[config.mk]
export PLATFORM = sky130hd
export DESIGN_NAME = ram_loader_flat
export DESIGN_NICKNAME = d
export VERILOG_FILES = /design/src/rtl/ram_loader_pkg.sv /design/src/rtl/ram_loader_if.sv /design/src/rtl/ram_loader_wr_stage.sv /design/src/rtl/ram_loader.sv /design/src/flat_wrapper.sv
export SDC_FILE = /design/constraint.sdc
export NUM_CORES = 1
export LEC_CHECK = 0
export BUFFER_PORTS_ARGS = -buffer_cell sky130_fd_sc_hd__buf_4
export CAP_MARGIN = 20
export CORE_AREA = 3 3 114 116
export CTS_CLUSTER_DIAMETER = 40
export DETAILED_ROUTE_END_ITERATION = 8
export DIE_AREA = 0 0 117 119
export GPL_ROUTABILITY_DRIVEN = 0
export GPL_TIMING_DRIVEN = 0
export PLACE_DENSITY_LB_ADDON = 0.08
export SKIP_CTS_REPAIR_TIMING = 1
export SLEW_MARGIN = 20
export SYNTH_ARGS = -nofsm -noshare
export SYNTH_HDL_FRONTEND = slang
export SYNTH_SLANG_ARGS = --single-unit
[constraint.sdc]
create_clock -name clock -period 3 [get_ports clock]
set_input_delay 0.3 -clock clock [delete_from_list [all_inputs] [get_ports clock]]
set_output_delay 0.3 -clock clock [all_outputs]
set_load 0.005 [all_outputs]
[src/rtl/ram_loader_pkg.sv]
// ram_loader shared types and defaults.
// States of the loader FSM and default geometry.
package ram_loader_pkg;

  typedef enum logic [2:0] {
    IDLE,
    CLEAR,
    LOAD,
    FLUSH,
    FINISH
  } ldr_state_t;

  localparam int         DEF_ADDR_W = 14;
  localparam int         DEF_DEPTH  = 2**DEF_ADDR_W;
  localparam logic [7:0] DEF_FILL   = 8'hFF;

endpackage

[src/rtl/ram_loader_if.sv]
// Download stream and RAM write port bundle.
// master = loader side, slave = frontend/RAM side.
interface ram_loader_if #(
  parameter int ADDR_W    = 14,
  parameter int DATA_W    = 8,
  parameter int DL_ADDR_W = 25
);

  logic                 dl_active;
  logic                 dl_wr;
  logic [DL_ADDR_W-1:0] dl_addr;
  logic [DATA_W-1:0]    dl_data;
  logic                 dl_wait;

  logic                 ram_ce;
  logic                 ram_we;
  logic [ADDR_W-1:0]    ram_addr;
  logic [DATA_W-1:0]    ram_data;

  modport master (
    input  dl_active, dl_wr,
    input  dl_addr, dl_data,
    output dl_wait,
    output ram_ce, ram_we,
    output ram_addr, ram_data
  );

  modport slave (
    output dl_active, dl_wr,
    output dl_addr, dl_data,
    input  dl_wait,
    input  ram_ce, ram_we,
    input  ram_addr, ram_data
  );

endinterface

[src/rtl/ram_loader_wr_stage.sv]
// Registered RAM write stage.
// Muxes clear/hold/stream sources into one write port.
module ram_wr_stage #(
  parameter int                ADDR_W     = 14,
  parameter int                DATA_W     = 8,
  parameter logic [DATA_W-1:0] FILL_VALUE = '1
) (
  input  logic              clock,
  input  logic              reset,
  input  logic              clr_en,
  input  logic [ADDR_W-1:0] clr_addr,
  input  logic              hold_en,
  input  logic [ADDR_W-1:0] hold_addr,
  input  logic [DATA_W-1:0] hold_data,
  input  logic              str_en,
  input  logic [ADDR_W-1:0] str_addr,
  input  logic [DATA_W-1:0] str_data,
  output logic              ram_ce,
  output logic              ram_we,
  output logic [ADDR_W-1:0] ram_addr,
  output logic [DATA_W-1:0] ram_data
);

  logic              we_d, we_q;
  logic [ADDR_W-1:0] addr_d, addr_q;
  logic [DATA_W-1:0] data_d, data_q;

  // Select the single active write source; idle drives zeros.
  always_comb begin
    we_d   = 1'b0;
    addr_d = '0;
    data_d = '0;
    unique case (1'b1)
      clr_en: begin
        we_d   = 1'b1;
        addr_d = clr_addr;
        data_d = FILL_VALUE;
      end
      hold_en: begin
        we_d   = 1'b1;
        addr_d = hold_addr;
        data_d = hold_data;
      end
      str_en: begin
        we_d   = 1'b1;
        addr_d = str_addr;
        data_d = str_data;
      end
      default: ;
    endcase
  end

  // Output register; reset cancels any write in flight.
  always_ff @(posedge clock) begin
    if (reset) begin
      we_q   <= 1'b0;
      addr_q <= '0;
      data_q <= '0;
    end else begin
      we_q   <= we_d;
      addr_q <= addr_d;
      data_q <= data_d;
    end
  end

  assign ram_ce   = we_q;
  assign ram_we   = we_q;
  assign ram_addr = addr_q;
  assign ram_data = data_q;

endmodule

[src/rtl/ram_loader.sv]
// Download-to-RAM write initiator with optional pre-clear.
// FSM, clear counter, hold register and size tracking.
module ram_loader
  import ram_loader_pkg::*;
#(
  parameter int                ADDR_W        = DEF_ADDR_W,
  parameter int                DATA_W        = 8,
  parameter int                DL_ADDR_W     = 25,
  parameter logic [DATA_W-1:0] FILL_VALUE    = DATA_W'(DEF_FILL),
  parameter bit                CLEAR_ON_LOAD = 1'b1
) (
  input  logic              clock,
  input  logic              reset,
  input  logic              clear_req,
  ram_loader_if.master      bus,
  output logic              busy,
  output logic              done,
  output logic [ADDR_W:0]   size,
  output logic              overflow
);

  ldr_state_t        state_d, state_q;
  logic [ADDR_W-1:0] clr_cnt_d, clr_cnt_q;
  logic              from_dl_d, from_dl_q;
  logic              act_q;
  logic              hold_v_d, hold_v_q;
  logic [ADDR_W-1:0] hold_addr_d, hold_addr_q;
  logic [DATA_W-1:0] hold_data_d, hold_data_q;
  logic [ADDR_W:0]   size_d, size_q;
  logic              ovf_d, ovf_q;
  logic              busy_d, busy_q;
  logic              done_d, done_q;
  logic              wait_d, wait_q;

  logic              clr_en, hold_en, str_en;
  logic              rise, in_range;
  logic [ADDR_W-1:0] dl_lo;
  logic [ADDR_W:0]   dl_end, hold_end;

  assign rise     = bus.dl_active & ~act_q;
  assign in_range = bus.dl_addr[DL_ADDR_W-1:ADDR_W] == '0;
  assign dl_lo    = bus.dl_addr[ADDR_W-1:0];
  assign dl_end   = {1'b0, dl_lo} + 1'b1;
  assign hold_end = {1'b0, hold_addr_q} + 1'b1;

  // Next state, hold register, size/overflow, write requests.
  always_comb begin
    state_d     = state_q;
    clr_cnt_d   = clr_cnt_q;
    from_dl_d   = from_dl_q;
    hold_v_d    = hold_v_q;
    hold_addr_d = hold_addr_q;
    hold_data_d = hold_data_q;
    size_d      = size_q;
    ovf_d       = ovf_q;
    clr_en      = 1'b0;
    hold_en     = 1'b0;
    str_en      = 1'b0;
    unique case (state_q)
      IDLE: begin
        if (rise || clear_req) begin
          clr_cnt_d = '0;
          size_d    = '0;
          ovf_d     = 1'b0;
          hold_v_d  = 1'b0;
          from_dl_d = rise;
          if (rise && !CLEAR_ON_LOAD)
            state_d = LOAD;
          else
            state_d = CLEAR;
        end
      end
      CLEAR: begin
        clr_en    = 1'b1;
        clr_cnt_d = clr_cnt_q + 1'b1;
        if (!bus.dl_active)
          from_dl_d = 1'b0;
        if (from_dl_q && bus.dl_active
            && bus.dl_wr) begin
          if (hold_v_q || !in_range) begin
            ovf_d = 1'b1;
          end else begin
            hold_v_d    = 1'b1;
            hold_addr_d = dl_lo;
            hold_data_d = bus.dl_data;
          end
        end
        if (&clr_cnt_q) begin
          if (from_dl_q && bus.dl_active)
            state_d = LOAD;
          else
            state_d = FINISH;
        end
      end
      LOAD: begin
        if (hold_v_q) begin
          hold_en  = 1'b1;
          hold_v_d = 1'b0;
          if (hold_end > size_q)
            size_d = hold_end;
        end
        if (bus.dl_wr) begin
          if (!in_range) begin
            ovf_d = 1'b1;
          end else if (hold_v_q) begin
            hold_v_d    = 1'b1;
            hold_addr_d = dl_lo;
            hold_data_d = bus.dl_data;
          end else begin
            str_en = 1'b1;
            if (dl_end > size_q)
              size_d = dl_end;
          end
        end
        if (!bus.dl_active)
          state_d = FLUSH;
      end
      FLUSH: begin
        if (hold_v_q) begin
          hold_en = 1'b1;
          if (hold_end > size_q)
            size_d = hold_end;
        end
        hold_v_d = 1'b0;
        state_d  = FINISH;
      end
      FINISH: begin
        hold_v_d  = 1'b0;
        from_dl_d = 1'b0;
        state_d   = IDLE;
      end
      default: state_d = IDLE;
    endcase
    busy_d = (state_d != IDLE)
           || (state_q != IDLE);
    done_d = state_q == FINISH;
    wait_d = (state_d == CLEAR)
           || ((state_d == LOAD) && hold_v_d);
  end

  // State and status registers.
  always_ff @(posedge clock) begin
    if (reset) begin
      state_q     <= IDLE;
      clr_cnt_q   <= '0;
      from_dl_q   <= 1'b0;
      act_q       <= 1'b0;
      hold_v_q    <= 1'b0;
      hold_addr_q <= '0;
      hold_data_q <= '0;
      size_q      <= '0;
      ovf_q       <= 1'b0;
      busy_q      <= 1'b0;
      done_q      <= 1'b0;
      wait_q      <= 1'b0;
    end else begin
      state_q     <= state_d;
      clr_cnt_q   <= clr_cnt_d;
      from_dl_q   <= from_dl_d;
      act_q       <= bus.dl_active;
      hold_v_q    <= hold_v_d;
      hold_addr_q <= hold_addr_d;
      hold_data_q <= hold_data_d;
      size_q      <= size_d;
      ovf_q       <= ovf_d;
      busy_q      <= busy_d;
      done_q      <= done_d;
      wait_q      <= wait_d;
    end
  end

  ram_wr_stage #(
    .ADDR_W     (ADDR_W),
    .DATA_W     (DATA_W),
    .FILL_VALUE (FILL_VALUE)
  ) u_wr (
    .clock     (clock),
    .reset     (reset),
    .clr_en    (clr_en),
    .clr_addr  (clr_cnt_q),
    .hold_en   (hold_en),
    .hold_addr (hold_addr_q),
    .hold_data (hold_data_q),
    .str_en    (str_en),
    .str_addr  (dl_lo),
    .str_data  (bus.dl_data),
    .ram_ce    (bus.ram_ce),
    .ram_we    (bus.ram_we),
    .ram_addr  (bus.ram_addr),
    .ram_data  (bus.ram_data)
  );

  assign bus.dl_wait = wait_q;
  assign busy        = busy_q;
  assign done        = done_q;
  assign size        = size_q;
  assign overflow    = ovf_q;

endmodule

[src/flat_wrapper.sv]
// flat-port wrapper written by rule: the top's interface ports become plain ports
module ram_loader_flat import ram_loader_pkg::*;
#(
  parameter int                ADDR_W        = DEF_ADDR_W,
  parameter int                DATA_W        = 8,
  parameter int                DL_ADDR_W     = 25,
  parameter logic [DATA_W-1:0] FILL_VALUE    = DATA_W'(DEF_FILL),
  parameter bit                CLEAR_ON_LOAD = 1'b1
)
  (clock, reset, clear_req, busy, done, size, overflow, bus_dl_active, bus_dl_wr, bus_dl_addr, bus_dl_data, bus_dl_wait, bus_ram_ce, bus_ram_we, bus_ram_addr, bus_ram_data);
  ram_loader_if #(.ADDR_W(ADDR_W), .DATA_W(DATA_W), .DL_ADDR_W(DL_ADDR_W)) bus_i ();
  input  logic clock;
  input  logic reset;
  input  logic clear_req;
  output logic busy;
  output logic done;
  output logic [ADDR_W:0] size;
  output logic overflow;
  input wire logic [$bits(bus_i.dl_active)-1:0] bus_dl_active;
  input wire logic [$bits(bus_i.dl_wr)-1:0] bus_dl_wr;
  input wire logic [$bits(bus_i.dl_addr)-1:0] bus_dl_addr;
  input wire logic [$bits(bus_i.dl_data)-1:0] bus_dl_data;
  output wire logic [$bits(bus_i.dl_wait)-1:0] bus_dl_wait;
  output wire logic [$bits(bus_i.ram_ce)-1:0] bus_ram_ce;
  output wire logic [$bits(bus_i.ram_we)-1:0] bus_ram_we;
  output wire logic [$bits(bus_i.ram_addr)-1:0] bus_ram_addr;
  output wire logic [$bits(bus_i.ram_data)-1:0] bus_ram_data;
  assign bus_i.dl_active = bus_dl_active;
  assign bus_i.dl_wr = bus_dl_wr;
  assign bus_i.dl_addr = bus_dl_addr;
  assign bus_i.dl_data = bus_dl_data;
  assign bus_dl_wait = bus_i.dl_wait;
  assign bus_ram_ce = bus_i.ram_ce;
  assign bus_ram_we = bus_i.ram_we;
  assign bus_ram_addr = bus_i.ram_addr;
  assign bus_ram_data = bus_i.ram_data;
  ram_loader #(.ADDR_W(ADDR_W), .DATA_W(DATA_W), .DL_ADDR_W(DL_ADDR_W), .FILL_VALUE(FILL_VALUE), .CLEAR_ON_LOAD(CLEAR_ON_LOAD)) u_core (.clock(clock), .reset(reset), .clear_req(clear_req), .bus(bus_i), .busy(busy), .done(done), .size(size), .overflow(overflow));
endmodule
==> results.sh <==
export IMPL_outcome="finished with violations"
export IMPL_violations="DRC, setup timing"
export IMPL_numCtsBuffers=9
export IMPL_vias=4791
export IMPL_rsz0062_at_grt="true"
export IMPL_seq_area_frac_synth_pct=34.8
export IMPL_crit_type="flip-flop to flip-flop"
export IMPL_syn_area_per_cell_um2=8.37
export IMPL_power_leakage_nw=2.64
export IMPL_relSlewSlack_pct=28.3
export IMPL_worstReg2RegEnd="u_core.size[13]"
export IMPL_holdCritPathClass="input pin to flip-flop"
export IMPL_port_buffers=78
export IMPL_crit_fanout=5
export IMPL_drt_drc_violations_left=6
export IMPL_grt_overflow=0
export IMPL_ys_types=52
export IMPL_num_antenna_cells=0
export IMPL_placed_cell_area_mm2=0.00560
export IMPL_drive_above_1_share_pct=23.3
export IMPL_rows=40
export IMPL_post_synth_top_area_cell="dfxtp_1"
export IMPL_finalNetCount=753
export IMPL_powerDensity_mw_per_mm2=415
export IMPL_synthCells=577
export IMPL_htree_levels=3
export IMPL_grt_start_max_net_pins=16
export IMPL_num_io_pins=81
export IMPL_fin_crit_sh_pct=103
export IMPL_post_route_cell_area_mm2=0.00613
export IMPL_insertion_delay_ns=0.35
export IMPL_track_usage_pct=21.5
export IMPL_grt_first_pass_wirelength_mm=23.3
export IMPL_worst_pin_slew_ns=1.07
export IMPL_cts_root_buffer="clkbuf_16"
export IMPL_dp_hpwl_mm=11.4
export IMPL_finalSetupViolCount=14
export IMPL_fp_dieH_um=119
export IMPL_clkPwrFrac_pct=42.5
export IMPL_ant_nets=0
export IMPL_min_from="bus_dl_data[4]"
export IMPL_worst_clock_skew_ns=0.00717
export IMPL_drv_cap=0
export IMPL_fmax_mhz=323
export IMPL_antenna_found_initial=0
export IMPL_end_kind="flip-flop"
export IMPL_ys_warn_count=0
export IMPL_combPwrFrac_pct=12.6
export IMPL_synth_common_cells="nor2_1 (88), dfxtp_1 (84), nand2_1 (35), ha_1 (33), a21oi_1 (31)"
export IMPL_cts_path_max_buffers=2
export IMPL_die_area_mm2=0.0139
export IMPL_min_path_cells=3
export IMPL_power_net_switching_mw=0.698
export IMPL_cp_required_ns=3.19
export IMPL_hold_path_end="u_core.hold_data_q[4]"
export IMPL_utilization_pct=51.0
export IMPL_yosys_top_cells_area="dfxtp_1 (35%), ha_1 (8.5%), nor2_1 (6.8%)"
export IMPL_vdd_drop_max_uv=243
export IMPL_synth_edf_count=0
export IMPL_regToRegSetupSlack_ns=-0.1
export IMPL_fin_tns_setup_ns=-0.886
export IMPL_power_internal_mw=1.85
export IMPL_start_kind="flip-flop"
export IMPL_wl_per_cell_um=18.1
export IMPL_synth_top_flop_cell="dfxtp_1"
export IMPL_start_util_pct=40.2
export IMPL_reg2regPathDepth=14
export IMPL_die_w_um=117
export IMPL_syn_area_mm2=0.00483
export IMPL_seqPwrFrac_pct=44.9
export IMPL_clk_pin_slew_ns=0.07
export IMPL_switching_share_pct=27.4
export IMPL_clock_sinks=84
export IMPL_ys_async_sr_fraction_pct=0
export IMPL_drt_pass1_iterations=9
export IMPL_drt_vias_per_instance=5.74
export IMPL_cts_tree="done"
export IMPL_timing_final_crit_period_ns=3.10
export IMPL_synth_top_area_share_pct=34.8
export IMPL_synth_seq_cells=84
export IMPL_syn_num_nets=648
export IMPL_reg2reg_from="u_core.hold_addr_q[2]"
export IMPL_fin_ws_ns=-0.0985
export IMPL_wl_mm=15.1
export IMPL_hold_viol=0
export IMPL_synth_most_common_cell="nor2_1"
export IMPL_area_growth_synth_to_final_pct=26.8
export IMPL_dr_first_iter_drc_count=427
export IMPL_coreArea_mm2=0.0120
export IMPL_grt_pass1_vias=4478
export IMPL_crit_arrival_ns=3.29
export IMPL_maxSlewViolCount=0
area by class of cell:
cell class                      count  area, um2
Tap cell                          147        184
Inverter                           22       82.6
Buffer                             36        165
Timing Repair Buffer               93        702
Clock inverter                      5       41.3
Clock buffer                       11        243
Sequential cell                    84       1700
Fill cell                        1159       5880
Multi-Input combinational cell    436       3010
power groups by stage:
stage / combinational, mW / sequential (mW) / clock (mW)
global placement: 0.306 / 1.17 / 0
floorplan: 0.167 / 1.17 / 0
CTS: 0.312 / 1.15 / 1.10
finish: 0.320 / 1.14 / 1.08
detailed placement: 0.310 / 1.17 / 0
global route: 0.349 / 1.14 / 1.15
worst max path at each step:
stage,start,endpoint,slack (ns),depth (start not counted)
5_1_grt,u_core.hold_addr_q[3],u_core.size[9],-0.27,14
3_3_place_gp,u_core.hold_addr_q[0],u_core.size[10],-0.56,13
2_1_floorplan,u_core.hold_addr_q[0],u_core.size[11],0.14,13
3_5_place_dp,u_core.hold_addr_q[0],u_core.size[2],-0.57,13
4_1_cts,u_core.hold_addr_q[0],u_core.size[2],-0.59,13
6_report,u_core.hold_addr_q[2],u_core.size[13],-0.1,14
per-stage QoR:
stage | cells | total power, mW | hold WS (ns) | setup WS (ns)
6_report | 834 | 2.55 | 0.196 | -0.0985
2_1_floorplan | 577 | 1.34 | 0.428 | 0.138
3_5_place_dp | 802 | 1.48 | 0.489 | -0.574
3_3_place_gp | 802 | 1.48 | 0.477 | -0.560
4_1_cts | 818 | 2.56 | 0.192 | -0.592
5_1_grt | 834 | 2.65 | 0.204 | -0.274
worst max-delay path, stage by stage (launching register included):
cell and delay, ns:
dfxtp_4 0.37, and4_4 0.24, nand4_1 0.18, nor2_2 0.18
nand4_1 0.17, xnor2_2 0.20, ha_1 0.32, nand4_1 0.14
nor3_2 0.19, o31a_1 0.22, o311ai_4 0.12, buf_4 0.21
buf_4 0.14, mux2i_1 0.15, o22ai_1 0.10
state kept, by name (all words and copies together), names as in the netlist:
register,flops
u_core.bus.dl_wait,1
u_core.done,1
u_core.u_wr.ram_ce,1
u_core.from_dl_q,1
u_core.state_q,3
u_core.act_q,1
u_core.u_wr.ram_addr,14
u_core.hold_v_q,1
u_core.size,15
u_core.hold_addr_q,14
u_core.u_wr.ram_data,8
u_core.hold_data_q,8
u_core.busy,1
u_core.clr_cnt_q,14
u_core.overflow,1
logic make-up (layout without fill, tap and decap cells):
| group | after synthesis | after routing | share of synthesized area, % |
|---|---|---|---|
| and+or+nand+nor | 218 | 219 | 22.1 |
| AOI/OAI and AO/OA | 129 | 129 | 18.8 |
| DFF | 84 | 84 | 34.8 |
| buffers and inverters | 58 | 167 | 5.07 |
| adders and majority gates | 33 | 33 | 8.54 |
| muxes | 28 | 28 | 5.83 |
| xor gates and xnor gates | 27 | 27 | 4.89 |
placed cells by master (no fill, tap or decap), types with 3 or more instances in the layout:
master / netlist / routed
and3_1: 18 / 18
nand4_1: 12 / 12
a41oi_1: 4 / 4
buf_4: 3 / 95
clkbuf_1: 24 / 23
xnor2_1: 18 / 14
a221oi_1: 8 / 8
mux2i_1: 27 / 27
a21oi_1: 31 / 31
a222oi_1: 14 / 14
nand2_1: 35 / 34
nand2b_1: 4 / 4
o21ai_0: 20 / 20
inv_1: 22 / 22
dfxtp_4: 0 / 6
ha_1: 33 / 31
nor2_1: 88 / 87
a311oi_1: 3 / 3
nor3_2: 3 / 5
inv_6: 0 / 3
a31oi_1: 4 / 3
o22ai_1: 23 / 21
and4_1: 7 / 6
clkbuf_16: 0 / 9
xnor2_2: 0 / 4
xor2_1: 9 / 9
nor3_1: 14 / 12
dfxtp_1: 84 / 78
nor2_2: 3 / 3
buf_2: 7 / 7
a22oi_1: 10 / 10
nand3_1: 19 / 19
layer usage:
layer | vias to the layer above | wire length, um | global-route usage (%)
met5 | - | 0 | 0
met4 | 0 | 331 | 7.74
met3 | 27 | 795 | 2.74
met2 | 179 | 7240 | 35.1
met1 | 2256 | 6720 | 28.7
li1 | 2329 | - | -
No activity file was read; power rests on OpenSTA's default activity.
